File: config.mk
export PLATFORM = sky130hd
export DESIGN_NAME = dcache_seq_flat
export DESIGN_NICKNAME = d
export VERILOG_FILES = /design/src/rtl/dcache_seq_if.sv /design/src/rtl/dcache_seq.sv /design/src/flat_wrapper.sv
export SDC_FILE = /design/constraint.sdc
export NUM_CORES = 1
export LEC_CHECK = 0
export CAP_MARGIN = 20
export CORE_UTILIZATION = 32
export DETAILED_ROUTE_END_ITERATION = 10
export PLACE_DENSITY = 0.83
export REMOVE_ABC_BUFFERS = 1
export SLEW_MARGIN = 10
export SYNTH_ARGS = -nofsm -noshare
export SYNTH_HDL_FRONTEND = slang
export SYNTH_SLANG_ARGS = --single-unit
export TNS_END_PERCENT = 10
File: constraint.sdc
create_clock -name clk -period 1.6 [get_ports clk]
set_input_delay 0.24 -clock clk [delete_from_list [all_inputs] [get_ports clk]]
set_output_delay 0.24 -clock clk [all_outputs]
set_load 0.01 [all_outputs]
File: src/rtl/dcache_seq_if.sv
// dcache_seq_if: nibble-serial memory bus; dcache_seq is the master, external memory the slave.
interface dcache_seq_if #(parameter int AW = 20) ();
   logic          req;
   logic          we;
   logic [AW-1:0] addr;
   logic          strobe;
   logic          err;
   modport master (output req, we, addr, err, input strobe);
   modport slave  (input req, we, addr, err, output strobe);
endinterface

File: src/rtl/dcache_seq.sv
// dcache_seq: miss sequencer pacing cache nibble strobes with the memory bus.
// Defining DCACHE_SEQ_FLUSH_EN builds the write-back/invalidate sweep engine.
module dcache_seq #(
   parameter int PA          = 22,
   parameter int LINE_LENGTH = 4,
   parameter int NLINES      = 4
) (
   input  logic                              clk,
   input  logic                              reset,
   input  logic                              i_cpu_req,
   input  logic [PA-2:0]                     i_cpu_addr,
   input  logic                              i_cpu_fault,
   output logic                              o_cpu_ready,
   input  logic                              i_c_hit,
   input  logic                              i_c_push,
   input  logic                              i_c_pull,
   input  logic [PA-$clog2(LINE_LENGTH)-1:0] i_c_tag,
   output logic [PA-2:0]                     o_c_paddr,
   output logic                              o_c_flush_write,
   output logic                              o_c_fault,
   output logic                              o_c_rstrobe,
   output logic                              o_c_wstrobe,
   dcache_seq_if.master                      mem,
   input  logic                              i_flush_req,
   output logic                              o_flush_busy
);
   localparam int LW = $clog2(LINE_LENGTH);
   localparam int TW = PA - LW;
   localparam int CW = $clog2(2 * LINE_LENGTH);
   localparam int IW = $clog2(NLINES);
   localparam logic [2:0] IDLE = 3'd0, PUSH = 3'd1, PULL = 3'd2, SCAN = 3'd3, SPUSH = 3'd4;
   logic [2:0]    r_state, w_next;
   logic [CW-1:0] r_cnt;
   logic [TW-1:0] r_addr;
   logic          r_we, r_err;
   logic          w_xfer, w_stb, w_last, w_gap, w_miss, w_flush;
   assign w_xfer = r_state inside {PUSH, PULL, SPUSH};
   assign w_stb  = w_xfer && mem.strobe;
   assign w_last = w_stb && r_cnt == CW'(2 * LINE_LENGTH - 1);
   // the cache drops its nibble offset on any strobe-less cycle, so a mid-line gap voids the line
   assign w_gap  = w_xfer && !mem.strobe && r_cnt != '0;
   assign w_miss = i_cpu_req && !i_cpu_fault && !i_c_hit;
`ifdef DCACHE_SEQ_FLUSH_EN
   logic [IW-1:0] r_idx;
   logic          w_scan_done;
   assign w_scan_done  = r_idx == IW'(NLINES - 1);
   assign w_flush      = !i_cpu_req && i_flush_req;
   assign o_flush_busy = r_state == SCAN || r_state == SPUSH;
   assign o_c_paddr    = o_flush_busy ? ((PA-1)'(r_idx) << (LW - 1)) : i_cpu_addr;
   always_ff @(posedge clk)
      if (reset) r_idx <= '0;
      else if (r_state == SCAN && !i_c_push) r_idx <= w_scan_done ? '0 : r_idx + IW'(1);
`else
   wire w_unused = i_flush_req | (SCAN == 3'(IW));
   assign w_flush      = 1'b0;
   assign o_flush_busy = 1'b0;
   assign o_c_paddr    = i_cpu_addr;
`endif
   always_comb begin
      w_next = r_state;
      case (r_state)
         IDLE:       w_next = w_miss && i_c_push ? PUSH : w_miss && i_c_pull ? PULL : w_flush ? SCAN : IDLE;
         PUSH, PULL: w_next = w_last || w_gap ? IDLE : r_state;
`ifdef DCACHE_SEQ_FLUSH_EN
         SCAN:       w_next = i_c_push ? SPUSH : w_scan_done ? IDLE : SCAN;
         // a failed sweep write-back retries the same line from SCAN
         SPUSH:      w_next = w_last || w_gap ? SCAN : SPUSH;
`endif
         default:    w_next = IDLE;
      endcase
   end
   always_ff @(posedge clk)
      if (reset) begin
         r_state <= IDLE;
         r_cnt   <= '0;
         r_addr  <= '0;
         r_we    <= 1'b0;
         r_err   <= 1'b0;
      end else begin
         r_state <= w_next;
         r_cnt   <= w_gap ? '0 : r_cnt + CW'(w_stb);
         r_err   <= w_gap;
         if (!w_xfer && w_next inside {PUSH, PULL, SPUSH}) begin
            r_addr <= i_c_tag;
            r_we   <= w_next != PULL;
         end
      end
   assign o_cpu_ready     = r_state == IDLE && i_cpu_req && (i_cpu_fault || i_c_hit);
   assign o_c_rstrobe     = w_stb && r_state != PULL;
   assign o_c_wstrobe     = w_stb && r_state == PULL;
   assign o_c_flush_write = o_flush_busy;
   assign o_c_fault       = i_cpu_fault && !o_flush_busy;
   assign mem.req         = w_xfer;
   assign mem.we          = r_we;
   assign mem.addr        = r_addr;
   assign mem.err         = r_err;
endmodule

File: src/flat_wrapper.sv
// flat-port wrapper written by rule: the top's interface ports become plain ports
module dcache_seq_flat 
#(
   parameter int PA          = 22,
   parameter int LINE_LENGTH = 4,
   parameter int NLINES      = 4
)
  (clk, reset, i_cpu_req, i_cpu_addr, i_cpu_fault, o_cpu_ready, i_c_hit, i_c_push, i_c_pull, i_c_tag, o_c_paddr, o_c_flush_write, o_c_fault, o_c_rstrobe, o_c_wstrobe, i_flush_req, o_flush_busy, mem_req, mem_we, mem_addr, mem_err, mem_strobe);
  dcache_seq_if mem_i ();
  input  logic clk;
  input  logic reset;
  input  logic i_cpu_req;
  input  logic [PA-2:0] i_cpu_addr;
  input  logic i_cpu_fault;
  output logic o_cpu_ready;
  input  logic i_c_hit;
  input  logic i_c_push;
  input  logic i_c_pull;
  input  logic [PA-$clog2(LINE_LENGTH)-1:0] i_c_tag;
  output logic [PA-2:0] o_c_paddr;
  output logic o_c_flush_write;
  output logic o_c_fault;
  output logic o_c_rstrobe;
  output logic o_c_wstrobe;
  input  logic i_flush_req;
  output logic o_flush_busy;
  output wire logic [$bits(mem_i.req)-1:0] mem_req;
  output wire logic [$bits(mem_i.we)-1:0] mem_we;
  output wire logic [$bits(mem_i.addr)-1:0] mem_addr;
  output wire logic [$bits(mem_i.err)-1:0] mem_err;
  input wire logic [$bits(mem_i.strobe)-1:0] mem_strobe;
  assign mem_req = mem_i.req;
  assign mem_we = mem_i.we;
  assign mem_addr = mem_i.addr;
  assign mem_err = mem_i.err;
  assign mem_i.strobe = mem_strobe;
  dcache_seq #(.PA(PA), .LINE_LENGTH(LINE_LENGTH), .NLINES(NLINES)) u_core (.clk(clk), .reset(reset), .i_cpu_req(i_cpu_req), .i_cpu_addr(i_cpu_addr), .i_cpu_fault(i_cpu_fault), .o_cpu_ready(o_cpu_ready), .i_c_hit(i_c_hit), .i_c_push(i_c_push), .i_c_pull(i_c_pull), .i_c_tag(i_c_tag), .o_c_paddr(o_c_paddr), .o_c_flush_write(o_c_flush_write), .o_c_fault(o_c_fault), .o_c_rstrobe(o_c_rstrobe), .o_c_wstrobe(o_c_wstrobe), .mem(mem_i), .i_flush_req(i_flush_req), .o_flush_busy(o_flush_busy));
endmodule
Word level (Yosys, flattened, before mapping)
Index checks and enable logic that the tools add are counted.

word-level totals
  logic and storage cells = 44
  input bits = 50
  output and inout port bits = 50
  register bits after elaboration = 28

cells by class
  muxes and demuxes = 4
  $add $sub $neg = 1
  reductions and logical operators = 25
  eq/ne operators = 9

operators with widths
  cell                count
  $logic_and 1x1->1   13
  $eq 3x3->1 const B  3
  $reduce_bool 3->1   3
  $eq 3x1->1 const B  2
  $eq 3x2->1 const B  2
  $mux 3              2
  $ne 3x2->1 const B  2
  $pmux 3 s2          1
  $logic_not 1->1     4
  $reduce_or 2->1     2
  $add 3x1->3         1
  $logic_not 3->1     1
  $logic_or 1x1->1    2
  $mux 2              1

Depth between registers and ports, before layout
Gate-level depths: netlist of run 1.

  word-level depth = 10
  gate-level depth with buffers = 7
  gate-level depth less buffers = 7

Least setup slack after synthesis of run 1
OpenSTA, ideal clock, no wires.

  path type = register to register
  start point = register u_core.r_state[0]
  end point = register u_core.r_cnt[1]
  period minus slack after synthesis = 1.572 ns
  data required time = 1.472 ns
  library setup time = 0.128 ns
  arrival = 1.444 ns
  setup slack = 0.028 ns
  cell stages (with the launch flop) = 7
  buffers on the path = 0
  path through = dfxtp_1 -> xor2_1 -> o21a_1 -> and2_1 -> ha_1 -> ha_1 -> nor3b_1

on the way
  cells in the longest elaborated chain, start to end = 5

RTL lines
  element                                              RTL line            text
  from (decl)                                          dcache_seq.sv:32    logic [2:0] r_state, w_next;
  from (signal assigned)                               dcache_seq.sv:80    r_state <= w_next;
  $eq 3x1->1 (tied with other cells)                   dcache_seq.sv:37    assign w_xfer = r_state inside {PUSH, PULL, SPUSH};
  $reduce_bool 3->1 (*)                                dcache_seq.sv:37
  named net mem_req                                    flat_wrapper.sv:27  output wire logic [$bits(mem_i.req)-1:0] mem_req;
  branches (longest 3 deep; another with $add 3x1->3)  n/a
  to (signal assigned)                                 dcache_seq.sv:81    r_cnt <= w_gap ? '0 : r_cnt + CW'(w_stb);
  to (decl)                                            dcache_seq.sv:33    logic [CW-1:0] r_cnt;

Mark *: on every way through the listed nets, which the timed path passes.
A chain may end at the register's enable or synchronous reset.

Final worst setup path of run 1
  start point = register u_core.r_state[1]
  end point = register u_core.r_cnt[1]

on the way
  cells in the longest elaborated chain, start to end = 5

RTL lines
  element                                              RTL line
  $eq 3x1->1 (tied with other cells)                   dcache_seq.sv:37
  $reduce_bool 3->1 (*)                                dcache_seq.sv:37
  branches (longest 3 deep; another with $add 3x1->3)  n/a

Every way passes the cells marked *.

==> reports/metrics.yaml, run 1 <==
place:
  place_ws_ps: -250
  hpwl_um: 2580
  gp_congestion: 0.692
  numPortBuffers: 54
  dp_cells: 244
  placed_area_sq_um: 2000
die:
  io_pins: 100
  start_util_pct: 34.0
  dieArea_sq_um: 5010
  die_x_um: 70.8
  rows: 24
  die_h_um: 70.8
  core_sq_um: 4440
critical_path:
  endpoint_kind: "flip-flop"
  arrival_ps: 1760
  crit_required_ps: 1770
  slowest_delay_ps: 370
  ff2ff_setup_slack_ps: 10
  crit_chain: "xor2_2 > o21a_1 > and2_1 > ha_1 > ha_1 > nor3b_1"
  cp-start-kind: "flip-flop"
  slowest_stage: "dfxtp_4"
  worstSetupPathType: "flip-flop to flip-flop"
  crit_top_cell: "ha_1"
  path_max_fanout: 3
drt:
  route.detailed.drc: 14
  ant_nets: 0
  wire_per_inst_um: 13.7
  wl_um: 3410
  drt-vias-per-instance: 4.60
  vias: 1140
  drt_iter0_markers: 40
  dr.pass1.iters: 7
layout:
  antenna_cells: 0
  drive_gt1_share_pct: 13.8
  fin_area_sq_um: 2080
  final_cell_mix: "49 x clkdlybuf4s50_1, 41 x nand2b_1, 25 x dfxtp_1, 20 x mux2i_1, 9 x buf_4"
  final_common_cell: "clkdlybuf4s50_1"
  syn_to_final_growth_pct: 37.6
  nets: 249
  fin_cells: 248
pwr:
  power.density_nw_per_um2: 724
  ir_worst_vdd_uv: 318
  p_total_uw: 1510
  leakagePower_uw: 0.000783
timing:
  fmax_ghz: 0.631
  fin_skew_ps: 6.34
  slew_violations: 0
  finalHoldViolations: 0
  finalSetupViolations: 0
  holdWs_ps: 476
  fin_crit_ps: 1590
  setup_ws_ps: 14.1
  post-route-period-util_pct: 99.1
  grt_setup_unrepaired: "true"
global_route:
  grt_first_pass_wirelength_um: 5310
  antenna_found_initial: 0
  gr-total-overflow: 0
  track_usage_pct: 13.9
  grt_max_degree: 30
  grt_pass1_vias: 1086
yosys:
  synth_cells: 155
  ys_types: 31
  synth_seq_cells: 28
  synth-seq-area-share_pct: 37.1
  synth_edf_count: 0
  synthArstFlopShare_pct: 0
  syn_avg_cell_area_sq_um: 9.76
  ys_warn_count: 0
  synthFlopType: "dfxtp_1"
  netlist_area_sq_um: 1510
clock_tree:
  cts_root_buffer: "clkbuf_8"
  cts_buffers: 3
  clockBufferDepth: 2
  cts_setup_buffers: 0
  htreeDepth: 1
  clk_pin_slew_ps: 100
  worstSkewPairLatency_ps: 280
  clock_sinks: 28
  cts_tree: "built"
  cts_hold_buf: 0
run:
  drv_cap: 0
run_status:
  violations: "DRC"
  outcome: "finished, violations left"
worst_hold_path:
  hold_class: "flip-flop to flip-flop"
[layer usage]
metal / track usage, % / vias to the layer above / part of all wire [%]
met2: 19.0 / 62 / 39
met3: 5.84 / 4 / 11
met4: 6.00 / 0 / 1.4
met5: 4.04 / - / 0
li1: - / 564 / -
met1: 18.7 / 510 / 48
[final timing paths]
kind,depth (start not counted),endpoint,start
hold reg to reg,2,u_core.mem.we$_SDFFE_PP0P_,u_core.mem.we$_SDFFE_PP0P_
setup reg to reg,6,u_core.r_cnt[1]$_SDFF_PP0_,u_core.r_state[1]$_SDFF_PP0_
setup / recovery,6,u_core.r_cnt[1]$_SDFF_PP0_,u_core.r_state[1]$_SDFF_PP0_
hold / removal,2,u_core.mem.we$_SDFFE_PP0P_,u_core.mem.we$_SDFFE_PP0P_
[cells by family (layout without fill, tap and decap cells)]
| family | count (synthesis) | count (layout) | synth area share, % |
|---|---|---|---|
| and+or+nand+nor | 60 | 60 | 25.5 |
| buffers and inverters | 33 | 72 | 16.3 |
| DFF | 28 | 28 | 37.1 |
| muxes | 20 | 20 | 13.2 |
| AOI/OAI and AO/OA | 9 | 9 | 4.88 |
| adders and majority gates | 2 | 2 | 1.65 |
| xor gates and xnor gates | 2 | 2 | 1.16 |
| other | 1 | 3 | 0.248 |
[synth_stat cells, types with 2 or more instances]
library cell,n,area [sq um]
nand2b_1,41,257
dfxtp_1,28,561
buf_4,24,180
mux2i_1,20,200
clkbuf_1,5,18.8
nor2_1,3,11.3
and3_1,2,12.5
buf_12,2,40.0
ha_1,2,25.0
inv_1,2,7.51
nand2_1,2,7.51
nor2b_1,2,12.5
nor3_1,2,10.0
nor3b_1,2,15.0
o21ai_1,2,10.0
[sequential cells by signal, indices dropped and copies added (netlist names)]
signal           cells
u_core.r_state       3
u_core.mem.we        1
u_core.mem.addr     20
u_core.r_cnt         3
u_core.mem.err       1
[metrics by stage]
stage	TNS, ps	utilization, %
floorplan	0	-
global placement	-975	45.0
detailed placement	-2110	45.0
CTS	-237	47.0
global route	-281	46.8
finish	0	46.8
[final cells by class]
type | count | area (sq um)
clock buffers | 3 | 41.3
multi-input cells | 96 | 727
clock inverters | 1 | 30.0
fillers | 418 | 2360
flip-flops and latches | 28 | 569
inverters | 2 | 7.51
well taps | 52 | 65.1
repair buffers | 66 | 642
[critical path: cells and delay by family, from the launching register on]
| family | cells | cell delay [ps] |
|---|---|---|
| adder cells (fa/ha/maj) | 2 | 430 |
| AND/OR/NAND/NOR | 2 | 290 |
| AO/OA/AOI/OAI | 1 | 210 |
| XOR/XNOR | 1 | 170 |
| flip-flops | 1 | 370 |
[timing repair]
action | in CTS | in global routing
endpoints found under the setup margin | 6 | 12
resized for setup | 14 | 8
pin swaps | 1 | 3
endpoints found under the hold margin | 0 | 0
[power breakdown]
group          total, uW  switching (uW)  leakage, uW  internal, uW
Combinational        219            75.6     0.000519           143
Clock                566             231    0.0000357           335
Sequential           722            12.4     0.000228           710
No activity file was read; power rests on OpenSTA's default activity.
==> run 2, diff against run 1 <==
- CORE_UTILIZATION: 32 -> 36
- PLACE_DENSITY: 0.83 -> 0.88
- clock period: 1.6 -> 1.7 ns (I/O delays scaled with it)
==> reports/metrics.yaml, run 2 (synthesis results as in run 1) <==
layout:
  antenna_cells: 0
  nets: 249
  largest_reg_flops: 20
  final_common_cell: "clkdlybuf4s50_1"
  syn_to_final_growth_pct: 37.3
  fin_cells: 246
  nFillCells: 386
  drive_gt1_share_pct: 13.3
  final_util_pct: 51.6
  final_cell_mix: "50 x clkdlybuf4s50_1, 41 x nand2b_1, 25 x dfxtp_1, 20 x mux2i_1, 11 x buf_4"
critical_path:
  crit_chain: "clkdlybuf4s50_1 > buf_4 > clkdlybuf4s50_1"
  critPathTopFamily: "buffers and inverters"
  crit_start: "i_cpu_fault"
  arrival_ps: 1370
  worstSetupPathType: "primary input to output port"
  reg2reg_from: "u_core.r_state[1]$_SDFF_PP0_"
  r2r_cells: 6
  slowest_delay_ps: 520
  crit_top_cell: "clkdlybuf4s50_1"
  cp-start-kind: "primary input"
  crit_buf_inv: 3
  endpoint_kind: "output port"
  worst-path-stages: 3
  crit_required_ps: 1440
  path_max_fanout: 2
  slowest_stage: "clkdlybuf4s50_1"
timing:
  holdWs_ps: 478
  post-route-period-util_pct: 95.4
  slew_violations: 0
  finalSetupViolations: 0
  fin_crit_ps: 1620
  finalSetupTns_ps: 0
  finalHoldViolations: 0
  fmax_ghz: 0.616
  grt_setup_unrepaired: "false"
  setup_ws_ps: 77.5
  fin_skew_ps: 1.61
clock_tree:
  clk_pin_slew_ps: 100
  cts_tree: "built"
  clock_sinks: 28
  cts_buffers: 3
  cts_root_buffer: "clkbuf_8"
  cts_hold_buf: 0
  worstSkewPairLatency_ps: 270
  htreeDepth: 1
  clockBufferDepth: 2
drt:
  drt_iter0_markers: 54
  vias: 1162
  ant_nets: 0
  route.detailed.drc: 0
  wl_um: 3540
  wire_per_inst_um: 14.4
  dr.pass1.iters: 4
  drt-vias-per-instance: 4.72
pwr:
  p_switching_uw: 292
  ir_worst_vdd_uv: 304
  p_clk_share_pct: 37.2
  intPower_uw: 1120
  p_seq_share_pct: 48.2
  power.density_nw_per_um2: 679
  combPwrFrac_pct: 14.6
  p_sw_share_pct: 20.7
  leakagePower_uw: 0.000782
die:
  io_pins: 100
  rows: 23
  die_x_um: 66.8
  dieArea_sq_um: 4460
  die_h_um: 66.8
  core_sq_um: 4030
  start_util_pct: 37.5
global_route:
  grt_first_pass_wirelength_um: 5290
  grt_pass1_vias: 1099
  antenna_found_initial: 0
  track_usage_pct: 16.6
  gr-total-overflow: 0
  grt_max_degree: 45
worst_hold_path:
  hold_class: "flip-flop to flip-flop"
  holdCritStartpoint: "u_core.mem.addr[3]$_SDFFE_PP0P_"
  hold_depth: 2
place:
  dp_cells: 240
  numPortBuffers: 54
  gp_congestion: 0.755
  place_ws_ps: -172
  hpwl_um: 2690
run_status:
  outcome: "complete, no violations"
run:
  drv_cap: 0
-- run 2: area by class of cell --
cell class | instances | area, sq um | area share [%]
clock buffer | 3 | 41.3 | 1.99
clock inverter | 1 | 30.0 | 1.45
inverter | 2 | 7.51 | 0.361
multi-input combinational | 96 | 724 | 34.9
sequential | 28 | 569 | 27.4
tap | 50 | 62.6 | 3.01
timing repair buffer | 66 | 642 | 30.9
-- run 2: worst reg2reg max path, delay by kind of cell, from the launching register on --
family | cells | cell delay [ps]
fa+ha+maj | 2 | 440
flops | 1 | 370
simple gates | 2 | 290
compound gates | 1 | 210
xor+xnor | 1 | 180
-- run 2: power by group through the flow --
stage | registers, uW | clock network, uW | logic (uW)
finish | 680 | 525 | 206
global route | 683 | 570 | 225
CTS | 680 | 544 | 208
detailed placement | 697 | 0 | 207
global placement | 696 | 0 | 202
floorplan | 700 | 0 | 69.5
-- run 2: stage by stage --
step	area [sq um]	power [uW]
floorplan	1280	770
global placement	1980	899
detailed placement	1980	904
CTS	2080	1430
global route	2080	1480
finish	2080	1410
-- run 2: what timing repair did --
| action | CTS | global route |
|---|---|---|
| setup endpoints to repair | 4 | 2 |
| pin swaps | 1 | 1 |
| resized for setup | 16 | 3 |
| cloned | 0 | 0 |
| buffers inserted | 2 | 0 |
-- run 2: worst paths after layout --
kind | end | slack [ps]
setup / recovery | o_c_fault | 80
hold reg to reg | u_core.mem.addr[3]$_SDFFE_PP0P_ | 480
hold / removal | u_core.mem.addr[3]$_SDFFE_PP0P_ | 480
setup reg to reg | u_core.r_cnt[1]$_SDFF_PP0_ | 100
-- run 2: per-layer routing --
metal	vias to the layer above	global-route usage, %	wire length (um)
met5	-	5.56	0
met4	0	5.59	44
met3	4	7.02	329
met2	51	23.6	1540
met1	541	21.7	1630
li1	566	-	-
